`config.mk`:
```
export PLATFORM = sky130hd
export DESIGN_NAME = accumulator_memory
export DESIGN_NICKNAME = d
export VERILOG_FILES = /design/src/rtl/accumulator_memory.sv
export SDC_FILE = /design/constraint.sdc
export NUM_CORES = 1
export LEC_CHECK = 0
export ABC_AREA = 1
export CORE_MARGIN = 2
export CORE_UTILIZATION = 40
export CTS_CLUSTER_DIAMETER = 40
export DETAILED_ROUTE_END_ITERATION = 16
export MAX_ROUTING_LAYER = met4
export PLACE_DENSITY = 0.65
export REMOVE_ABC_BUFFERS = 1
export SLEW_MARGIN = 40
export SYNTH_ARGS = -nofsm -noshare
export SYNTH_HDL_FRONTEND = slang
export SYNTH_SLANG_ARGS = --single-unit
export TNS_END_PERCENT = 20
```
`constraint.sdc`:
```
create_clock -name clk -period 4.1 [get_ports clk]
set_clock_uncertainty 0.2 [all_clocks]
set_input_delay 0.41 -clock clk [delete_from_list [all_inputs] [get_ports clk]]
set_output_delay 0.41 -clock clk [all_outputs]
set_load 0.03 [all_outputs]
```
`src/rtl/accumulator_memory.sv`:
```
// Operand-pool bus responder for the parallel accumulator: round-robin arbiter,
// FETCH/SEND servicing against a circular pool, and completion detection.
module accumulator_memory #(
  parameter int NPROC = 4,
  parameter int DEPTH = 16,
  parameter int AW    = 4
) (
  input  logic             clk,
  input  logic             reset,
  input  logic             load_en,
  input  logic [31:0]      load_data,
  input  logic             start,
  input  logic [NPROC-1:0] req,
  input  logic [1:0]       op,
  input  logic [31:0]      write,
  output logic [NPROC-1:0] grant,
  output logic [31:0]      read,
  output logic             signal,
  output logic [AW:0]      count,
  output logic             done,
  output logic [31:0]      sum
);

  localparam int PW = (NPROC > 1) ? $clog2(NPROC) : 1;
  localparam int LW = AW + 6;

  typedef enum logic [2:0] {
    S_LOAD,
    S_IDLE,
    S_WAIT_OP,
    S_ACK,
    S_DONE
  } state_t;

  state_t r_state;
  state_t w_state_next;

  logic [31:0]      r_mem [DEPTH];
  logic [AW-1:0]    r_head;
  logic [AW-1:0]    r_tail;
  logic [AW:0]      r_count;
  logic [NPROC-1:0] r_grant;
  logic [31:0]      r_read;
  logic             r_signal;
  logic             r_done;
  logic [31:0]      r_sum;
  logic [PW-1:0]    r_rr;
  logic [PW-1:0]    r_gidx;
  logic [1:0]       r_held [NPROC];

  logic             w_fetch;
  logic             w_send;
  logic             w_pool_empty;
  logic             w_pool_full;
  logic             w_load_we;
  logic             w_send_we;
  logic             w_mem_we;
  logic [31:0]      w_mem_wdata;
  logic [NPROC-1:0] w_req_rot;
  logic [PW-1:0]    w_off;
  logic             w_any;
  logic [PW:0]      w_rot_sum;
  logic [PW-1:0]    w_winner;
  logic [PW-1:0]    w_rr_next;
  logic [NPROC-1:0] w_grant_next;
  logic [LW-1:0]    w_live;

  // Unknown op encodings fall through these compares as NOP.
  assign w_fetch      = (op == 2'b01);
  assign w_send       = (op == 2'b10);
  assign w_pool_empty = (r_count == '0);
  assign w_pool_full  = (r_count == (AW+1)'(DEPTH));
  assign w_load_we    = (r_state == S_LOAD) && load_en && !w_pool_full;
  assign w_send_we    = (r_state == S_WAIT_OP) && w_send;
  assign w_mem_we     = reset && (w_load_we || w_send_we);
  assign w_mem_wdata  = (r_state == S_LOAD) ? load_data : write;

  // Rotate requests so the search always starts at the round-robin pointer.
  assign w_req_rot = NPROC'({req, req} >> r_rr);

  always_comb begin
    w_any = |w_req_rot;
    w_off = '0;
    for (int i = NPROC - 1; i >= 0; i--) begin
      if (w_req_rot[i]) w_off = PW'(i);
    end
  end

  assign w_rot_sum = {1'b0, r_rr} + {1'b0, w_off};
  assign w_winner  = (w_rot_sum >= (PW+1)'(NPROC)) ? PW'(w_rot_sum - (PW+1)'(NPROC))
                                                   : w_rot_sum[PW-1:0];
  assign w_rr_next = (w_winner == PW'(NPROC - 1)) ? '0 : w_winner + PW'(1);

  always_comb begin
    w_grant_next           = '0;
    w_grant_next[w_winner] = 1'b1;
  end

  // Words still in play: pool plus everything checked out to processors.
  always_comb begin
    w_live = LW'(r_count);
    for (int i = 0; i < NPROC; i++) begin
      w_live = w_live + LW'(r_held[i]);
    end
  end

  always_comb begin
    w_state_next = r_state;
    case (r_state)
      S_LOAD:    if (start) w_state_next = w_pool_empty ? S_DONE : S_IDLE;
      S_IDLE:    if (w_any) w_state_next = S_WAIT_OP;
      S_WAIT_OP: if (w_fetch || w_send) w_state_next = S_ACK;
      S_ACK:     w_state_next = (w_live == LW'(1)) ? S_DONE : S_IDLE;
      S_DONE:    w_state_next = S_DONE;
      default:   w_state_next = S_LOAD;
    endcase
  end

  always_ff @(posedge clk) begin
    if (!reset) r_state <= S_LOAD;
    else        r_state <= w_state_next;
  end

  always_ff @(posedge clk) begin
    if (w_mem_we) r_mem[r_tail] <= w_mem_wdata;
    r_sum <= r_mem[r_head];
  end

  always_ff @(posedge clk) begin
    if (!reset) begin
      r_head   <= '0;
      r_tail   <= '0;
      r_count  <= '0;
      r_grant  <= '0;
      r_read   <= '0;
      r_signal <= 1'b0;
      r_done   <= 1'b0;
      r_rr     <= '0;
      r_gidx   <= '0;
      for (int i = 0; i < NPROC; i++) r_held[i] <= '0;
    end else begin
      r_done <= r_done || (w_state_next == S_DONE);
      case (r_state)
        S_LOAD: begin
          if (w_load_we) begin
            r_tail  <= r_tail + AW'(1);
            r_count <= r_count + (AW+1)'(1);
          end
        end
        S_IDLE: begin
          if (w_any) begin
            r_grant <= w_grant_next;
            r_gidx  <= w_winner;
            r_rr    <= w_rr_next;
          end
        end
        S_WAIT_OP: begin
          // Grant drops as signal rises so the two are never high together.
          if (w_fetch) begin
            r_signal <= 1'b1;
            r_grant  <= '0;
            if (!w_pool_empty) begin
              r_read         <= r_mem[r_head];
              r_head         <= r_head + AW'(1);
              r_count        <= r_count - (AW+1)'(1);
              r_held[r_gidx] <= r_held[r_gidx] + 2'd1;
            end else begin
              r_read <= '0;
            end
          end else if (w_send) begin
            r_signal       <= 1'b1;
            r_grant        <= '0;
            r_tail         <= r_tail + AW'(1);
            r_count        <= r_count + (AW+1)'(1);
            r_held[r_gidx] <= '0;
          end
        end
        default: begin
          r_signal <= 1'b0;
          r_grant  <= '0;
        end
      endcase
    end
  end

  assign grant  = r_grant;
  assign read   = r_read;
  assign signal = r_signal;
  assign count  = r_count;
  assign done   = r_done;
  assign sum    = r_sum;

endmodule

```
# After elaboration in Yosys (flattened, before gate mapping)
# Memory sizes are Yosys's and may differ from the RTL's. A register that Yosys moved wholly into a read port is not among the register bits.
# Cells that the tools add are included.
[totals]
reg_bits = 90
mem_bits_rw = 520
in_bits = 74
out_inout_bits = 75
mem_count = 2
[memory_table]
columns = ["memory", "words", "width", "rd", "rd_ports_with_merged_regs", "wr", "line_no", "rtl"]
rows = [
  ["r_mem", 16, 32, 1, 1, 1, "38", "logic [31:0] r_mem [DEPTH];"],
  ["r_held", 4, 2, 5, 1, 4, "49", "logic [1:0] r_held [NPROC];"],
]
[op_classes]
add_sub_neg = 12
n_lt_le_gt_ge = 3
eq_ne = 16
n_shift = 1
muxes = 53
n_bitwise = 4
reduce_logical = 22
[op_table]
columns = ["cell", "count"]
rows = [
  ["two-way mux 32 bit", 2],
  ["two-way mux 4 bit", 8],
  ["two-way mux 2 bit", 11],
  ["two-way mux 5 bit", 4],
  ["two-way mux 1 bit", 17],
  ["two-way mux 3 bit", 5],
  ["case mux 3 bit (5 select lines)", 1],
  ["case mux 4 bit (3 select lines)", 1],
  ["case mux 5 bit (2 select lines)", 1],
  ["adder 8 x 2 -> 9 bit", 1],
  ["== test 9 x 1 -> 1 bit (second input constant)", 1],
  ["adder 4 x 1 -> 4 bit (second input constant)", 2],
  ["adder 7 x 2 -> 8 bit", 1],
  ["inequality test 2 bit (second input constant)", 4],
  ["case mux 4 bit (2 select lines)", 1],
  ["AND reduction 4 bit", 2],
  ["right shift 8 x 2 -> 4 bit", 1],
  ["adder 6 x 2 -> 7 bit", 1],
  ["adder 5 x 2 -> 6 bit", 1],
  ["== test 3 x 2 -> 1 bit (second input constant)", 2],
  ["== test 3 bit (second input constant)", 2],
  ["inequality test 3 bit (second input constant)", 2],
  ["AND reduction 2 bit", 3],
  ["AND reduction 3 bit", 2],
  ["24 further kinds", 35],
]

# Longest topological paths before layout
[depth]
word_depth = 14
depth_mapped = 16
mapped_depth_nobuf = 16

# Least setup slack after synthesis
# OpenSTA, ideal clock, no wires.
[synth_path]
path_kind = "register to register"
startpoint = "register r_count[0], in the netlist count[0]"
endpoint = "memory r_mem[0][0], enable pin"
setup_time_ns = 0.421
arrival_time_ns = 2.797
required_time_ns = 3.479
slack_ns = 0.682
path_stages_with_launch = 8
period_less_slack_ns = 3.418
cell_sequence = "dfxtp_1 -> inv_1 -> ha_1 -> nand3_1 -> nand3_1 -> a21oi_2 -> nand2_1 -> nor2_1"
[synth_between]
elab_chain_cells = 7
[synth_rtl]
columns = ["item", "line_no", "rtl"]
rows = [
  ["from (decl)", "41", "logic [AW:0] r_count;"],
  ["from (signal assigned)", "147", "r_count <= r_count + (AW+1)'(1);"],
  ["from (signal assigned)", "165", "r_count <= r_count - (AW+1)'(1);"],
  ["from (signal assigned)", "174", "r_count <= r_count + (AW+1)'(1);"],
  ["== test 5 bit", "72", "assign w_pool_full = (r_count == (AW+1)'(DEPTH));"],
  ["logical NOT 1 bit", "73", "assign w_load_we = (r_state == S_LOAD) && load_en && !w_pool_full;"],
  ["logical AND 1 bit", "73", ""],
  ["logical OR 1 bit", "75", "assign w_mem_we = reset && (w_load_we || w_send_we);"],
  ["logical AND 1 bit", "75", ""],
  ["two-way mux 1 bit", "125", "if (w_mem_we) r_mem[r_tail] <= w_mem_wdata;"],
  ["two-way mux 1 bit (implied by the code)", "125", ""],
  ["to (decl)", "38", ""],
]
# No other way between the ends.

# Worst setup path after layout
[layout_path]
startpoint = "register r_count[0], in the netlist count[0]"
endpoint = "memory r_mem[14][26], enable pin"
# The elaborated chain is that of the path after synthesis.

==> results.md <==
* Detailed Route Iter0 Violations at 1438
* Status: completed
* Synth-to-Final Area Change at 21.9%
* Synth Area in Adders at 0.0128
* Die width at 261 microns
* Multiplexer area fraction after synthesis at 0
* Pwr dens at 644 nW/um^2
* PortBufs at 148
* Core area at 65500 sq um
* Library cells used by synthesis at 33
* DR WL/cell at 17.4 microns
* Die area at 68100 sq um
* Peak supply drop at 0.485 mV
* Starting Density at 0.403
* Yosys reg bits at 616
* Htree depth at 3
* Final Total Pwr at 20700 uW
* Compound-gate portion of the synthesized area at 0.0162
* Aggregate global-route resource usage at 0.200
* Simple-gate share of the synthesized area at 0.220
* IO Pins at 149
* Die H at 261 microns
* Total iterations of the first detailed-routing run at 5
* Most frequent CP cell: nand3_1
* Hold Buf Count CTS at 0
* HP Class: reg2reg
* Post-route minimum period at 3010 ps
* Synth Warn # at 0
* Crit-path cells: inv_1 -> ha_1 -> nand3_1 -> nand3_1 -> a21oi_2 -> nand2_1 -> nor2_4 -> buf_12
* CP Class: reg2reg
* Mapped cell area at 26400 sq um
* Std-Cell Rows at 94
* Post-placement cell area at 29000 sq um
* CTS max path bufs at 3
* Final #Nets at 2938
* First-pass GRT wire length at 102000 microns
* Clk Tree Root Cell: clkbuf_16
* Post-CTS Setup Repair Bufs at 0
* Post-synthesis xor/xnor area fraction at 0.00265
* Crit path launch type: flip-flop
* Clk slew on worst S/H paths at 50 ps
* Residual DRC at 0
* Slowest CP cell: nor2_4
* Syn Area/Cell at 9.83 sq um
* Number of global-route vias before repair at 18400
* PostCTS Resize Cnt at 0
* Final period utilization at 0.734
* Final hold viol count at 0
* Clk_lat worst skew at 630 ps
* Largest family of logic cells by synthesized area: simple AND/OR/NAND/NOR gates
* Worst EP required at 4210 ps
* CTS tree: built
* Drt total wl at 65700 microns
* Setup Viol. Count Final at 0
* Max Cap Violations at 0
* Max-slew violation total from the final report at 0
* Worst Path Arrival at 3120 ps
* Kind of end point of the critical path: flip-flop
* Final instance area at 32200 sq um
* Crit path max-delay family: simple AND/OR/NAND/NOR gates
* CP max FO at 21
* TritonCTS buffer count at 92
* Pin count of the biggest net entering global routing at 145
* Initial antenna violation count at 0
* Max-slew headroom at 0.433
* GPL Wtd Cong at 0.832
* Fmax at 332 MHz
* Post-DR vias/cell at 4.91
* Clk sink count at 616
* Max stage delay on crit path at 540 ps
* CP Buf/Inv Count at 2
* Sequential-to-total area share from yosys stat at 0.664
* Antenna viol nets, final at 0
* Layout cells sized above 1 at 0.0805
* DP HPWL at 37800 microns
* Leakage at 0.0134 uW
* Worst R2R Setup Slack at 1090 ps
* DR vias at 18600
* GRT Residual Overflow at 0
* Worst slew pin tran at 850 ps
* RSZ-0062 raised after global routing: false
* Synth Instances at 2686
[final timing paths]
path                 start            end  cells after the start
setup / recovery  count[0]  r_mem[14][26]                      8
hold / removal     read[6]        read[6]                      2
setup reg to reg  count[0]  r_mem[14][26]                      8
hold reg to reg    read[6]        read[6]                      2
[worst reg2reg max path, cell delays in order, from the launching register on]
cell     delay (ps)
dfxtp_1         450
inv_1           140
ha_1            240
nand3_1          80
nand3_1         120
a21oi_2         310
nand2_1         320
nor2_4          540
buf_12          270
[stage by stage]
stage	setup TNS, ps	hold WS (ps)	setup WS (ps)	util	cells
after detailed placement	0	255	638	0.443	3610
final	0	261	1090	0.491	3785
after global routing	0	282	848	0.491	3784
after global placement	0	253	678	0.443	3610
after CTS	0	264	1020	0.491	3784
after floorplan	-342590	246	-5470	-	2560
[cell type report]
| class | count | area, sq um |
|---|---|---|
| Inverter | 438 | 1650 |
| Clock inverter | 61 | 612 |
| Fill cell | 5720 | 33300 |
| Antenna cell | 1 | 2.50 |
| Multi-Input combinational cell | 1506 | 6770 |
| Tap cell | 864 | 1080 |
| Clock buffer | 113 | 2550 |
| Timing Repair Buffer | 186 | 1990 |
| Sequential cell | 616 | 17500 |
[flip-flops by register name, summed over array words and instances (netlist names), named ones only]
register  cells
grant         4
r_tail        4
r_held        8
r_rr          2
signal        1
r_state       3
r_mem       512
r_gidx        2
count         5
done          1
r_head        4
sum          32
read         32
[power breakdown]
group | switching, uW | leakage, uW | internal (uW)
clock network | 2900 | 0.00152 | 4960
logic | 3230 | 0.00639 | 1020
registers | 198 | 0.00550 | 8420
total | 6320 | 0.0134 | 14400
[Yosys cell counts (all sizes together)]
library cell	number	area, sq um
o211ai	4	30.0
nor3b	1	7.51
fa	5	100
xor2	7	61.3
o21ai	20	104
a21boi	2	15.0
dfxtp	96	1920
inv	438	1640
nor3	4	25.0
nand3b	2	15.0
buf	82	415
nand2	914	3440
a21oi	55	279
or2	3	18.8
nand3	408	2050
edfxtp	520	15600
ha	19	238
clkbuf	44	165
nand4	2	12.5
xnor2	1	8.76
nor2	59	241
[logic make-up after synthesis]
group | Yosys count
xor+xnor | 8
flops | 616
compound gates | 81
simple gates | 1393
fa+ha+maj | 24
buf+inv | 564
[placed cells by master, fill, tap and decap left out, drive strengths merged]
cell type,netlist,final
a21boi,2,2
a21oi,55,55
buf,82,38
bufinv,0,8
clkbuf,44,113
clkdlybuf4s50,0,148
clkinv,0,29
clkinvlp,0,13
dfxtp,96,96
diode,0,1
edfxtp,520,520
fa,5,5
ha,19,19
inv,438,449
nand2,914,914
nand3,408,408
nand3b,2,2
nand4,2,2
nor2,59,59
nor3,4,4
nor3b,1,1
o211ai,4,4
o21ai,20,20
or2,3,3
xnor2,1,1
xor2,7,7
[metal layers]
metal / up-vias / share of wire / GRT usage
met2: 547 / 0.49 / 0.338
met1: 8961 / 0.43 / 0.251
li1: 8970 / - / -
met4: 0 / 0.018 / 0.0556
met5: - / 0 / -
met3: 93 / 0.054 / 0.0303
Power figures use the tool's default switching activity.
